`src/rtl/module_top_enco_gray.sv`:
```
// Binary-to-Gray encoder board top. Switches are synchronized and debounced,
// then Gray-encoded onto LEDs and a 2-digit multiplexed 7-segment display.
module module_top_enco_gray #(
   parameter int unsigned DEBOUNCE_W = 20,
   parameter int unsigned REFRESH_W  = 16
) (
   input  logic       clk_pi,
   input  logic       rst_pi,
   input  logic [3:0] codigo_bin_pi,
   output logic [1:0] anodo_po,
   output logic [6:0] catodo_po,
   output logic [3:0] codigo_gray_led_po
);

   localparam int unsigned DATA_W = 4;
   localparam logic [DEBOUNCE_W-1:0] CNT_MAX = '1;
   localparam logic [REFRESH_W-1:0]  RC_MAX  = '1;
   localparam logic [6:0]            SEG_BLANK = 7'h7F;

   logic [DATA_W-1:0]     r_s1;
   logic [DATA_W-1:0]     r_s2;
   logic [DATA_W-1:0]     r_s2_q;
   logic [DATA_W-1:0]     r_stable;
   logic [DEBOUNCE_W-1:0] r_cnt;
   logic [REFRESH_W-1:0]  r_rc;
   logic                  r_sel;

   logic [DATA_W-1:0]     w_gray;
   logic [DATA_W-1:0]     w_units;
   logic                  w_tens;

   // Active-low segment pattern {g,f,e,d,c,b,a} for one decimal digit.
   function automatic logic [6:0] seg7(input logic [3:0] d);
      logic [6:0] s;
      case (d)
         4'd0:    s = 7'h40;
         4'd1:    s = 7'h79;
         4'd2:    s = 7'h24;
         4'd3:    s = 7'h30;
         4'd4:    s = 7'h19;
         4'd5:    s = 7'h12;
         4'd6:    s = 7'h02;
         4'd7:    s = 7'h78;
         4'd8:    s = 7'h00;
         4'd9:    s = 7'h10;
         default: s = SEG_BLANK;
      endcase
      return s;
   endfunction

   // Two-flop synchronizer plus a settle-window debounce on the synced value.
   always_ff @(posedge clk_pi) begin
      if (rst_pi) begin
         r_s1     <= '0;
         r_s2     <= '0;
         r_s2_q   <= '0;
         r_stable <= '0;
         r_cnt    <= '0;
      end else begin
         r_s1   <= codigo_bin_pi;
         r_s2   <= r_s1;
         r_s2_q <= r_s2;
         if ((r_s2 != r_s2_q) || (r_s2 == r_stable)) begin
            r_cnt <= '0;
         end else if (r_cnt == CNT_MAX) begin
            r_stable <= r_s2;
            r_cnt    <= '0;
         end else begin
            r_cnt <= r_cnt + DEBOUNCE_W'(1);
         end
      end
   end

   // Free-running refresh counter; digit select flips on each wrap.
   always_ff @(posedge clk_pi) begin
      if (rst_pi) begin
         r_rc  <= '0;
         r_sel <= 1'b0;
      end else begin
         r_rc <= r_rc + REFRESH_W'(1);
         if (r_rc == RC_MAX) begin
            r_sel <= ~r_sel;
         end
      end
   end

   assign w_gray             = r_stable ^ (r_stable >> 1);
   assign codigo_gray_led_po = w_gray;
   assign w_tens             = (w_gray >= 4'd10);
   assign w_units            = w_tens ? (w_gray - 4'd10) : w_gray;

   // Digit mux; a zero tens digit is blanked.
   always_comb begin
      anodo_po  = 2'b10;
      catodo_po = seg7(w_units);
      if (r_sel) begin
         anodo_po  = 2'b01;
         catodo_po = w_tens ? seg7(4'd1) : SEG_BLANK;
      end
   end

endmodule

```
`config.mk`:
```
export PLATFORM = sky130hd
export DESIGN_NAME = module_top_enco_gray
export DESIGN_NICKNAME = d
export VERILOG_FILES = /design/src/rtl/module_top_enco_gray.sv
export SDC_FILE = /design/constraint.sdc
export NUM_CORES = 1
export LEC_CHECK = 0
export ABC_AREA = 1
export BUFFER_PORTS_ARGS = -buffer_cell sky130_fd_sc_hd__buf_4
export CORE_ASPECT_RATIO = 0.75
export CORE_UTILIZATION = 59
export CTS_BUF_LIST = sky130_fd_sc_hd__clkbuf_4 sky130_fd_sc_hd__clkbuf_8
export CTS_CLUSTER_SIZE = 10
export DETAILED_ROUTE_END_ITERATION = 6
export PLACE_DENSITY = 0.82
export SYNTH_ARGS = -nofsm -noshare
export SYNTH_HDL_FRONTEND = slang
export SYNTH_SLANG_ARGS = --single-unit
```
`constraint.sdc`:
```
create_clock -name clk_pi -period 2.74 [get_ports clk_pi]
set_input_delay 0.548 -clock clk_pi [delete_from_list [all_inputs] [get_ports clk_pi]]
set_output_delay 0.548 -clock clk_pi [all_outputs]
set_load 0.02 [all_outputs]
```
==> flow_summary.json <==
{
  "die_x_um": 82.3,
  "grt_max_degree": 21,
  "dp_hpwl_mm": 3.91,
  "arrival_ns": 2.03,
  "drt_first_pass_iters": 7,
  "yosysSeqAreaShare": 0.372,
  "grt_pass1_wl_mm": 9.37,
  "slew_viol_final": 0,
  "yosys.area.top_type": "dfxtp_1",
  "tns_ns": 0,
  "fin_crit_sh": 0.942,
  "clk_latency_ns": 0.32,
  "stdcell_area_sq_um": 3200,
  "syn_inst": 428,
  "dieArea_sq_um": 5120,
  "ys_ff_latch": 53,
  "grt_pass1_vias": 2236,
  "maxCapViolCount": 0,
  "synth_top_area_share": 0.372,
  "fmax_ghz": 0.387,
  "num_rows": 21,
  "syn_area_per_cell_sq_um": 6.67,
  "crit_family": "simple AND/OR/NAND/NOR gates",
  "required_ns": 2.19,
  "outcome": "finished clean",
  "worst-path-max-fanout": 6,
  "maxSlewHeadroom": 0.639,
  "htreeDepth": 2,
  "ys_types": 25,
  "synth_nets": 443,
  "fin_worst_skew_ns": 0.0107,
  "path_cells": "inv_2 > ha_4 > or2_4 > nand2_2 > nand2_4 > inv_2 > ha_1 > inv_1 > nand2_1 > nand3_1 > nand2_1 > inv_1 > buf_4",
  "leakagePower_nw": 1.34,
  "drt-total-wl_mm": 5.35,
  "port_buffers": 18,
  "synth.area.top_cells": "dfxtp_1, nand2_1, nor2_1, inv_1, nand3_1",
  "place_congestion": 0.872,
  "clkTransAtPathRegs_ns": 0.10,
  "finalHoldViolations": 0,
  "final_cell_mix": "nand2_1, nor2_1, inv_1",
  "criticalPathCategory": "reg2out",
  "max_stage_delay_ns": 0.37,
  "grt_overflow": 0,
  "antenna_found_initial": 0,
  "syn_to_final_growth_pct": 12.0,
  "start_util": 0.628,
  "track_usage": 0.235,
  "path_buf_inv": 5,
  "end_kind": "output port",
  "fp.dieH_um": 62.2,
  "cts.sinks": 53,
  "viasPerCell": 4.99,
  "hold_path_class": "reg2reg",
  "irDropWorstVdd_mv": 0.327,
  "antenna_left": 0,
  "drive_gt1_frac": 0.155,
  "tightest_slew_ns": 0.541,
  "netlist_area_sq_um": 2850,
  "slowest_stage": "dfxtp_4",
  "wl_per_cell_um": 10.5,
  "drc": 0,
  "setup_viol_count_final": 0,
  "ys.warnings.count": 0,
  "core-area_sq_um": 4550,
  "startpoint_type": "register",
  "vias": 2535,
  "final_common_cell": "nand2_1",
  "period_needed_ns": 2.58,
  "rsz0062_at_grt": "false",
  "antenna_cells": 0,
  "cts_made_buffers": 5,
  "layout.nets": 465,
  "placed_cell_area_sq_um": 3030,
  "clockRootBuffer": "clkbuf_8",
  "boundaryPins": 19,
  "cts_tree": "done",
  "cts_buffer_depth": 2,
  "drt-initial-drc-count": 230,
  "cellPowerDensity_nw_per_um2": 439
}
[kinds of logic (layout without fill, tap and decap cells)]
logic type / after synthesis / count (layout) / synth area share
and+or+nand+nor: 248 / 248 / 0.373
buffers and inverters: 70 / 93 / 0.101
AOI/OAI and AO/OA: 34 / 34 / 0.0719
adders and majority gates: 9 / 9 / 0.0395
xor gates and xnor gates: 14 / 14 / 0.0430
DFF: 53 / 53 / 0.372
[per-layer routing]
layer / track usage / wire, um
met1: 0.338 / 2760
met2: 0.350 / 2160
met4: 0.0746 / 87
met5: 0 / 0
met3: 0.0441 / 343
[worst reg2reg max path, stage by stage, from the launching register on]
cell     delay (ns)
dfxtp_1        0.44
inv_2          0.07
nand2_1        0.06
nand2_1        0.07
nor2_1         0.13
nand2_1        0.12
nor2_4         0.18
nand3_2        0.45
a21oi_2        0.27
[synthesized netlist by cell type, drive strengths merged]
cell      n
a21oi    20
buf       6
clkbuf    2
dfxtp    53
ha        9
inv      62
nand2   120
nand3    32
nand4     4
nor2     84
nor3      3
o211ai    1
o21a      1
o21ai    12
or2       5
xnor2     6
xor2      8
[power breakdown]
group	internal (W)	switching [W]
Clock	0.000278	0.000271
Combinational	0.0000234	0.0000447
Sequential	0.000780	0.00000784
[what timing repair did]
action / 4_1_cts / 5_1_grt
endpoints found under the setup margin: 7 / 7
setup buffers: 1 / 1
gates resized for setup: 4 / 10
hold buffers: 0 / 0
endpoints found under the hold margin: 0 / 0
pin swaps: 0 / 3
[cell type report]
cell class                 instances  area [sq um]
tap                               57          71.3
inverter                          62           233
sequential                        53          1070
multi-input combinational        305          1530
timing repair buffer              23           173
fill                             390          1350
clock buffer                       5          68.8
clock inverter                     3          48.8
[sequential cells by signal, indices dropped and copies added, names as in the netlist]
signal / flops
r_cnt: 20
r_rc: 16
r_s1: 4
r_s2: 4
r_s2_q: 4
r_sel: 1
r_stable: 4
[through the flow]
stage	power, W	std cells	setup WS [ns]	hold slack [ns]	utilization
floorplan	0.000860	428	0.304	0.388	-
global placement	0.000872	498	0.189	0.391	0.666
detailed placement	0.000875	498	0.103	0.394	0.666
CTS	0.00142	507	0.0136	0.408	0.696
global route	0.00145	508	0.0465	0.421	0.703
finish	0.00140	508	0.159	0.405	0.703
[final timing paths]
kind | start | depth (start not counted) | slack (ns) | endpoint
worst max register to register | r_s2[3] | 8 | 0.89 | r_cnt[3]
worst max-delay path | r_stable[2] | 13 | 0.16 | catodo_po[1]
worst min register to register | r_s1[2] | 2 | 0.41 | r_s2[2]
worst min-delay path | r_s1[2] | 2 | 0.41 | r_s2[2]
No activity file was read; power rests on OpenSTA's default activity.
